`src/rtl/fp_pkg.sv`:
```
// Shared floating-point definitions: rounding-mode encodings, flag bit
// positions and the canonical quiet-NaN pattern for any format width.
package fp_pkg;

  localparam logic [1:0] RM_RNE = 2'd0;
  localparam logic [1:0] RM_RTZ = 2'd1;
  localparam logic [1:0] RM_RUP = 2'd2;
  localparam logic [1:0] RM_RDN = 2'd3;

  localparam int FLAG_INEXACT   = 0;
  localparam int FLAG_UNDERFLOW = 1;
  localparam int FLAG_OVERFLOW  = 2;
  localparam int FLAG_INVALID   = 3;

  // Positive sign, all-ones exponent, fraction MSB set; returned in the
  // low 1+exp_w+frac_w bits of a 64-bit word.
  function automatic logic [63:0] canonical_nan(input int exp_w, input int frac_w);
    logic [63:0] exp_ones;
    exp_ones = (64'd1 << exp_w) - 64'd1;
    return (exp_ones << frac_w) | (64'd1 << (frac_w - 1));
  endfunction

endpackage

```
`src/rtl/fp_round.sv`:
```
// Rounding decision and significand increment for one normalised operand.
// The returned significand carries an extra MSB that is set when rounding
// overflows the hidden bit.
module fp_round
  import fp_pkg::*;
#(
  parameter int FRAC_W = 23
) (
  input  logic [FRAC_W+3:0] man,
  input  logic              sign,
  input  logic [1:0]        rm,
  output logic [FRAC_W+1:0] sig,
  output logic              inexact
);

  logic lsb;
  logic guard_bit;
  logic round_bit;
  logic sticky_bit;
  logic inc;

  // Decide whether to add one ulp, then form the rounded significand.
  always_comb begin
    lsb        = man[3];
    guard_bit  = man[2];
    round_bit  = man[1];
    sticky_bit = man[0];
    inexact    = guard_bit | round_bit | sticky_bit;
    inc        = 1'b0;
    case (rm)
      RM_RNE:  inc = guard_bit && (round_bit || sticky_bit || lsb);
      RM_RUP:  inc = !sign && inexact;
      RM_RDN:  inc = sign && inexact;
      default: inc = 1'b0;
    endcase
    sig = {1'b0, man[FRAC_W+3:3]} + {{(FRAC_W+1){1'b0}}, inc};
  end

endmodule

```
`src/rtl/fp_pack_pipe.sv`:
```
// Two-stage round-and-pack pipeline. Stage 1 rounds the significand;
// stage 2 applies the rounding carry to the exponent, resolves specials,
// overflow and underflow, and registers the packed result and flags.
module fp_pack_pipe
  import fp_pkg::*;
#(
  parameter int EXP_W  = 8,
  parameter int FRAC_W = 23
) (
  input  logic                       clk,
  input  logic                       rst,
  input  logic                       in_valid,
  output logic                       in_ready,
  input  logic                       in_is_nan,
  input  logic                       in_is_inf,
  input  logic                       in_sign_special,
  input  logic                       in_x_zero,
  input  logic                       in_y_zero,
  input  logic                       in_do_sub,
  input  logic                       in_sign,
  input  logic [EXP_W+1:0]           in_exp,
  input  logic [FRAC_W+3:0]          in_man,
  input  logic [1:0]                 in_rm,
  output logic                       out_valid,
  input  logic                       out_ready,
  output logic [1+EXP_W+FRAC_W-1:0]  out_result,
  output logic [3:0]                 out_flags
);

  localparam int W = 1 + EXP_W + FRAC_W;
  localparam logic [W-1:0] QNAN = W'(canonical_nan(EXP_W, FRAC_W));
  localparam logic signed [EXP_W+2:0] EXP_SAT = (EXP_W+3)'((64'd1 << EXP_W) - 64'd1);

  logic s1_valid;
  logic s2_valid;
  logic s2_advance;

  logic              s1_is_nan;
  logic              s1_is_inf;
  logic              s1_sign_special;
  logic              s1_both_zero;
  logic              s1_do_sub;
  logic              s1_sign;
  logic [1:0]        s1_rm;
  logic [EXP_W+1:0]  s1_exp;
  logic              s1_carry;
  logic [FRAC_W-1:0] s1_frac;
  logic              s1_inexact;

  logic [FRAC_W+1:0] rnd_sig;
  logic              rnd_inexact;

  logic signed [EXP_W+2:0] exp_adj;
  logic                    ovf_to_inf;
  logic                    zero_sign;
  logic [W-1:0]            pack_result;
  logic [3:0]              pack_flags;

  assign s2_advance = !s2_valid || out_ready;
  assign in_ready   = !s1_valid || s2_advance;
  assign out_valid  = s2_valid;

  fp_round #(.FRAC_W(FRAC_W)) u_round (
    .man     (in_man),
    .sign    (in_sign),
    .rm      (in_rm),
    .sig     (rnd_sig),
    .inexact (rnd_inexact)
  );

  // Stage 1 occupancy: refill whenever the stage is free or draining.
  always_ff @(posedge clk) begin
    if (rst) begin
      s1_valid <= 1'b0;
    end else if (in_ready) begin
      s1_valid <= in_valid;
    end
  end

  // Stage 1 payload: rounded fraction already renormalised on carry-out.
  always_ff @(posedge clk) begin
    if (in_valid && in_ready) begin
      s1_is_nan       <= in_is_nan;
      s1_is_inf       <= in_is_inf;
      s1_sign_special <= in_sign_special;
      s1_both_zero    <= in_x_zero && in_y_zero;
      s1_do_sub       <= in_do_sub;
      s1_sign         <= in_sign;
      s1_rm           <= in_rm;
      s1_exp          <= in_exp;
      s1_carry        <= rnd_sig[FRAC_W+1];
      s1_frac         <= rnd_sig[FRAC_W+1] ? rnd_sig[FRAC_W:1] : rnd_sig[FRAC_W-1:0];
      s1_inexact      <= rnd_inexact;
    end
  end

  // Stage 2 packing with priority NaN, infinity, exact zero, then finite.
  always_comb begin
    pack_result = '0;
    pack_flags  = '0;
    exp_adj     = $signed({s1_exp[EXP_W+1], s1_exp}) + $signed({{(EXP_W+2){1'b0}}, s1_carry});
    ovf_to_inf  = (s1_rm == RM_RNE) || ((s1_rm == RM_RUP) && !s1_sign) ||
                  ((s1_rm == RM_RDN) && s1_sign);
    zero_sign   = s1_do_sub ? (s1_rm == RM_RDN) : s1_sign;
    if (s1_is_nan) begin
      pack_result               = QNAN;
      pack_flags[FLAG_INVALID]  = 1'b1;
    end else if (s1_is_inf) begin
      pack_result = {s1_sign_special, {EXP_W{1'b1}}, {FRAC_W{1'b0}}};
    end else if (s1_both_zero) begin
      pack_result = {zero_sign, {(W-1){1'b0}}};
    end else if (exp_adj >= EXP_SAT) begin
      pack_flags[FLAG_OVERFLOW] = 1'b1;
      pack_flags[FLAG_INEXACT]  = 1'b1;
      if (ovf_to_inf) begin
        pack_result = {s1_sign, {EXP_W{1'b1}}, {FRAC_W{1'b0}}};
      end else begin
        pack_result = {s1_sign, {(EXP_W-1){1'b1}}, 1'b0, {FRAC_W{1'b1}}};
      end
    end else if (exp_adj <= 0) begin
      pack_result                = {s1_sign, {(W-1){1'b0}}};
      pack_flags[FLAG_UNDERFLOW] = 1'b1;
      pack_flags[FLAG_INEXACT]   = 1'b1;
    end else begin
      pack_result              = {s1_sign, exp_adj[EXP_W-1:0], s1_frac};
      pack_flags[FLAG_INEXACT] = s1_inexact;
    end
  end

  // Stage 2 output registers, held while downstream stalls.
  always_ff @(posedge clk) begin
    if (rst) begin
      s2_valid   <= 1'b0;
      out_result <= '0;
      out_flags  <= '0;
    end else if (s2_advance) begin
      s2_valid <= s1_valid;
      if (s1_valid) begin
        out_result <= pack_result;
        out_flags  <= pack_flags;
      end
    end
  end

endmodule

```
`config.mk`:
```
export PLATFORM = sky130hd
export DESIGN_NAME = fp_pack_pipe
export DESIGN_NICKNAME = d
export VERILOG_FILES = /design/src/rtl/fp_pkg.sv /design/src/rtl/fp_round.sv /design/src/rtl/fp_pack_pipe.sv
export SDC_FILE = /design/constraint.sdc
export NUM_CORES = 1
export LEC_CHECK = 0
export CAP_MARGIN = 20
export CORE_MARGIN = 2
export CORE_UTILIZATION = 54
export DETAILED_ROUTE_END_ITERATION = 6
export HOLD_SLACK_MARGIN = 0.12
export PLACE_DENSITY_LB_ADDON = 0.08
export SYNTH_ARGS = -nofsm -noshare
export SYNTH_HDL_FRONTEND = slang
export SYNTH_HIERARCHICAL = 1
export SYNTH_SLANG_ARGS = --single-unit
```
`constraint.sdc`:
```
create_clock -name clk -period 8.9 [get_ports clk]
set_clock_uncertainty 0.15 [all_clocks]
set_input_delay 0.89 -clock clk [delete_from_list [all_inputs] [get_ports clk]]
set_output_delay 0.89 -clock clk [all_outputs]
set_load 0.02 [all_outputs]
```
==> reports/metrics.yaml, run 1 <==
floorplanning:
  core-area_um2: 6830
  floorplan.rows: 30
  die_w_um: 88.4
  initial_core_util: 0.563
  fp.dieH_um: 88.4
  ioPinCount: 88
  die_area_um2: 7810
synth:
  yosys_most_used_dff: "sky130_fd_sc_hd__edfxtp_1"
  ys_seq_elements: 81
  ys_seq_area_frac: 0.534
  netlist_area_um2: 3840
  yosys.cell_types.count: 56
  mappedNetlistNets: 368
  synth_enable_flop_cells: 43
  async_reset_ff_frac: 0
  synth.yosys.warnings: 6
  syn-instance-count: 314
  post_synth.cell_area_avg_um2: 12.2
sta:
  timing.final.setup_violations: 0
  fin_tns_setup_ns: 0
  timing_hold_violations_final: 0
  unrepaired_setup_endpoints_after_global_routing: "false"
  timing.fmax_ghz: 0.248
  finalWorstPathRequiredPeriod_ns: 4.04
  max_slew_margin: 0.314
  final.setup.worst_slack_ns: 4.86
  post-route-period-util: 0.454
  slew_at_the_pin_closest_to_its_max_slew_limit_ns: 1.03
  timing.final.max_slew_violations: 0
pwr:
  vdd_ir_max_uv: 90.2
  total_power_uw: 834
  p_leak_uw: 0.00178
  power.density_cell_area_nw_per_um2: 166
clocking:
  tritoncts: "built"
  cts_setup_buffers: 0
  ctsResizeCount: 0
  cts_inserted_buffers: 9
  htree_levels: 3
  clock_path_buffers: 2
  root_buffer: "sky130_fd_sc_hd__clkbuf_8"
  clkLatencyLatePin_ns: 0.35
  worst_setup_hold_path_clk_slew_ns: 0.09
  cts-hold-fix-buffers: 0
  numClockSinks: 81
global_route:
  antenna_found_initial: 0
  grt.total_usage: 0.206
  first_global_vias: 2576
  grt.overflow.total: 0
  grt_pass1_wl_um: 12300
  grt_max_degree: 44
drt:
  routed_length_per_instance_um: 15.6
  dr_wl_met2_um: 3900
  drtIter0Drc: 144
  topRoutingLayerUsed: "met4"
  ant_nets: 0
  drt_first_pass_iters: 4
  drc: 0
  drt_wl_total_um: 7840
  detail_route.wirelength.met1_um: 3530
  drt-vias-per-instance: 5.68
  detailroute.via_count: 2852
  met3_length_um: 302
layout:
  finalNonFillerCells: 502
  fin_util: 0.735
  num_antenna_cells: 0
  highest_count_cells_in_the_layout_ignoring_fill_and_taps: "sky130_fd_sc_hd__clkdlybuf4s50_1 (87), sky130_fd_sc_hd__edfxtp_1 (43), sky130_fd_sc_hd__dfxtp_1 (38)"
  commonest_non_fill_non_tap_cell_in_the_layout: "sky130_fd_sc_hd__clkdlybuf4s50_1"
  finalNetCount: 455
  post_route_cells_drive_above_1_share: 0.165
  syn_to_final_growth_pct: 30.7
placed_design:
  numPlacedInstances: 486
  place.port_buffers: 87
  preCtsSetupSlack_ns: 4.55
  place.detailed.hpwl_um: 5650
  place.gp.congestion: 0.898
worst_setup_path:
  worstSetupPathType: "in2reg"
  crit_path_dat_ns: 3.98
  critical_path.endpoint_type: "register"
  crit_path_start_kind: "primary input"
  required_ns: 8.85
  crit_path_max_fanout: 24
flow_run:
  maxCapViolations: 0
run_status:
  run_status: "complete, no violations"
worst_hold_path:
  min-delay-path-class: "reg2reg"
## stage by stage
step | area [um^2] | hold slack, ns
3_3_place_gp | 4780 | 0.291
5_1_grt | 5020 | 0.328
2_1_floorplan | 3840 | 0.299
4_1_cts | 5020 | 0.310
6_report | 5020 | 0.307
3_5_place_dp | 4780 | 0.299
## cell families after synthesis
kind of cell,share of synthesized area
AND/OR/NAND/NOR,0.159
adder cells (fa/ha/maj),0.0130
AO/OA/AOI/OAI,0.128
multiplexers,0.0726
buffers and inverters,0.0277
XOR/XNOR,0.0661
flip-flops,0.534
## report_power, final
part           leakage [uW]  internal [uW]  switching, uW
sequential         0.000728            412           10.0
clock              0.000115            186            132
combinational      0.000934           48.8           45.0
total               0.00178            647            187
## cell usage after synthesis, drive strengths merged (2+ instances only)
cell type,number,area (um^2)
ha,4,50.1
and2,3,18.8
nor3,7,62.6
edfxtp,43,1290
nand2,23,88.8
and3,2,12.5
o221a,6,67.6
nor4,8,98.9
clkbuf,5,18.8
nor2,13,48.8
and4,2,18.8
inv,8,30.0
dfxtp,38,761
buf,8,57.6
nand3b,3,22.5
mux2,23,259
or3,5,31.3
nor2b,2,12.5
nand3,17,100
a221o,22,220
xor2,14,123
or4,2,15.0
o211a,2,20.0
a21oi,10,50.1
o21ai,4,20.0
nand4,3,18.8
xnor2,15,131
or2,3,18.8
mux2i,2,20.0
## final timing paths
check                           slack (ns)  cells past startpoint              to      startpoint
worst max-delay path                  4.86                     11     s1_frac[21]        in_rm[1]
worst min-delay path                  0.31                      2  out_result[31]  out_result[31]
worst max register to register        5.60                      8  out_result[16]       s1_exp[0]
worst min register to register        0.31                      2  out_result[31]  out_result[31]
## sequential cells by signal (all words and copies together), names as in the netlist
name	count
s1_sign	1
s1_inexact	1
s1_sign_special	1
out_valid	1
s1_is_inf	1
s1_valid	1
s1_both_zero	1
s1_rm	2
s1_frac	23
s1_is_nan	1
out_result	32
s1_exp	10
s1_carry	1
s1_do_sub	1
out_flags	4
## worst max-delay path, cell delays in order
cell and delay, ns:
sky130_fd_sc_hd__clkdlybuf4s50_1 0.50, sky130_fd_sc_hd__nand2_1 0.07, sky130_fd_sc_hd__xor2_1 0.13, sky130_fd_sc_hd__o211a_1 0.16, sky130_fd_sc_hd__ha_1 0.22, sky130_fd_sc_hd__ha_1 0.24, sky130_fd_sc_hd__nand4_1 0.23, sky130_fd_sc_hd__or4_1 0.54
sky130_fd_sc_hd__nor4_2 0.26, sky130_fd_sc_hd__buf_4 0.34, sky130_fd_sc_hd__mux2_2 0.38
## area by class of cell
class	count	area, um^2
Timing Repair Buffer	89	886
Clock inverter	7	119
Tap cell	96	120
Multi-Input combinational cell	212	1690
Inverter	8	30.0
Fill cell	508	1810
Clock buffer	9	124
Sequential cell	81	2050
## metal layers
metal  GRT usage  up-vias
met5           0        -
met4      0.0978        0
met3      0.0280       10
met2       0.345       71
met1       0.263     1388
li1            -     1383
Power figures use the tool's default switching activity.
==> inputs of run 2 (changes only) <==
--- a/config.mk
+++ b/config.mk
@@ -7,7 +7,7 @@
 export LEC_CHECK = 0
 export CAP_MARGIN = 20
 export CORE_MARGIN = 2
-export CORE_UTILIZATION = 54
+export CORE_UTILIZATION = 45
 export DETAILED_ROUTE_END_ITERATION = 6
 export HOLD_SLACK_MARGIN = 0.12
 export PLACE_DENSITY_LB_ADDON = 0.08
==> constraint.sdc (replaced) <==
create_clock -name clk -period 3.7 [get_ports clk]
set_clock_uncertainty 0.15 [all_clocks]
set_input_delay 0.37 -clock clk [delete_from_list [all_inputs] [get_ports clk]]
set_output_delay 0.37 -clock clk [all_outputs]
set_load 0.02 [all_outputs]
==> reports/metrics.yaml, run 2 (synthesis gave the netlist of run 1 again) <==
run_status:
  run_status: "complete, no violations"
sta:
  timing.fmax_ghz: 0.302
  timing_hold_violations_final: 0  # unchanged
  timing.final.max_slew_violations: 0  # unchanged
  unrepaired_setup_endpoints_after_global_routing: "false"
  timing.hold.ws_ns: 0.315  # +0.00853 ns
  fin_tns_setup_ns: 0  # unchanged
  max_slew_margin: 0.310  # -0.00368
  finalWorstPathRequiredPeriod_ns: 3.32
  slew_at_the_pin_closest_to_its_max_slew_limit_ns: 1.03  # +0.00551 ns
  post-route-period-util: 0.896
  timing.final.setup_violations: 0  # unchanged
drt:
  routed_length_per_instance_um: 15.8  # +1.2%
  drtIter0Drc: 91  # -37%
  detailroute.via_count: 2837  # -0.53%
  met3_length_um: 394  # +30%
  drt-vias-per-instance: 5.48  # -3.6%
  drt_first_pass_iters: 4  # unchanged
  drc: 0  # unchanged
  ant_nets: 0  # unchanged
  detail_route.wirelength.met1_um: 3580  # +1.6%
  dr_wl_met2_um: 4050  # +3.8%
  topRoutingLayerUsed: "met4"
  drt_wl_total_um: 8190  # +4.4%
floorplanning:
  die_w_um: 96.4  # +9.1%
  initial_core_util: 0.465  # -0.0972
  fp.dieH_um: 96.4  # +9.1%
  core-area_um2: 8260  # +21%
  die_area_um2: 9300  # +19%
  ioPinCount: 88  # unchanged
  floorplan.rows: 33  # +10%
worst_setup_path:
  timing.reg2reg.setup_slack_ns: 0.38  # -5.22 ns
  worstPathBufferInverterCount: 0  # -2
  r2r-end: "out_result[13]"
  timing.critical_path.from: "s1_exp[0]"
  required_ns: 3.85  # -5.00 ns
  timing.rr.start: "s1_exp[0]"
  timing.critical_path.max_delay_family: "simple AND/OR/NAND/NOR gates"
  critical_path.cell_chain: "ha_1 > ha_1 > and4_2 > and3b_1 > o22ai_1 > o32a_1 > nor3b_4 > a221o_1"
  critical-path-max-stage-delay_ns: 0.82  # +0.28 ns
  crit_top_cell: "sky130_fd_sc_hd__ha_1"
  crit_path_start_kind: "register"
  r2r_cells: 8  # unchanged
  crit_path_dat_ns: 3.46  # -0.52 ns
  worstSetupPathType: "reg2reg"
  timing.critical_path.slowest_stage_cell: "sky130_fd_sc_hd__nor3b_4"
  critical_path.endpoint_type: "register"
  crit_path_max_fanout: 22  # -8.3%
layout:
  post_route_cells_drive_above_1_share: 0.174  # +0.00931
  num_antenna_cells: 0  # unchanged
  number_of_flip_flops_in_the_largest_register: 32  # unchanged
  regMostFlops: "out_result"
  commonest_non_fill_non_tap_cell_in_the_layout: "sky130_fd_sc_hd__clkdlybuf4s50_1"
  syn_to_final_growth_pct: 32.4
  reg_top3: "out_result: 32 flops, s1_frac: 23 flops, s1_exp: 10 flops"
  finalNetCount: 462  # +1.5%
  highest_count_cells_in_the_layout_ignoring_fill_and_taps: "sky130_fd_sc_hd__clkdlybuf4s50_1 (87), sky130_fd_sc_hd__edfxtp_1 (43), sky130_fd_sc_hd__dfxtp_1 (38)"
pwr:
  power.density_cell_area_nw_per_um2: 398  # +140%
  p_leak_uw: 0.00182  # +2.1%
  vdd_ir_max_uv: 262  # +190%
clocking:
  numClockSinks: 81  # unchanged
  clock_path_buffers: 2  # unchanged
  worst_setup_hold_path_clk_slew_ns: 0.08  # about the same
  cts_inserted_buffers: 9  # unchanged
  htree_levels: 3  # unchanged
  cts_setup_buffers: 0  # unchanged
  root_buffer: "sky130_fd_sc_hd__clkbuf_8"
  tritoncts: "built"
  clkLatencyLatePin_ns: 0.35  # about the same
  cts-hold-fix-buffers: 0  # unchanged
  ctsResizeCount: 0  # unchanged
global_route:
  grt.overflow.total: 0  # unchanged
  antenna_found_initial: 0  # unchanged
  first_global_vias: 2652  # +3.0%
  grt_max_degree: 44  # unchanged
  grt.total_usage: 0.182  # -0.0234
  grt_pass1_wl_um: 12700  # +3.0%
worst_hold_path:
  min-delay-path-class: "reg2reg"
  min_path_cells: 2  # unchanged
  min_to: "out_result[31]"
  hold_path.startpoint: "out_result[31]"
placed_design:
  place.detailed.hpwl_um: 5890  # +4.2%
  place.gp.congestion: 0.822  # -8.4%
  place.port_buffers: 87  # unchanged
flow_run:
  maxCapViolations: 0  # unchanged
run 2: cell type report:
class | count | area (um^2)
Tap cell | 105 | 131
Timing Repair Buffer | 96 | 938
Clock inverter | 6 | 105
Fill cell | 698 | 3170
Clock buffer | 10 | 138
Multi-Input combinational cell | 212 | 1690
Sequential cell | 81 | 2050
Inverter | 8 | 30.0
run 2: metrics by stage:
stage / utilization / worst slack [ns] / cells / area [um^2] / total power, uW
after CTS: 0.616 / 0.377 / 518 / 5090 / 2040
after floorplan: - / 0.146 / 314 / 3840 / 1150
final: 0.616 / 0.385 / 518 / 5090 / 2030
after detailed placement: 0.587 / 0.0372 / 502 / 4840 / 1260
after global placement: 0.587 / 0.126 / 502 / 4840 / 1260
after global routing: 0.616 / 0.227 / 518 / 5090 / 2100
run 2: power breakdown:
group	leakage (uW)	switching [uW]	internal, uW	total, uW
Combinational	0.000969	109	119	228
Clock	0.000118	320	462	782
Sequential	0.000728	24.7	992	1020
run 2: how the worst max path moves through the flow:
| stage | to | cells past startpoint |
|---|---|---|
| 6_report | out_result[13] | 8 |
| 2_1_floorplan | s1_frac[12] | 10 |
| 3_5_place_dp | s1_frac[16] | 11 |
| 5_1_grt | out_result[7] | 8 |
| 3_3_place_gp | s1_frac[16] | 11 |
| 4_1_cts | out_result[13] | 8 |
run 2: worst min-delay path: stages (launching register included):
cell	delay, ns
sky130_fd_sc_hd__dfxtp_1	0.32
sky130_fd_sc_hd__nand2_1	0.05
sky130_fd_sc_hd__a21oi_1	0.05
run 2: metal layers:
layer | up-vias | global-route usage
met3 | 10 | 0.0287
met1 | 1348 | 0.225
met5 | - | 0
met4 | 0 | 0.0915
met2 | 85 | 0.310
li1 | 1394 | -
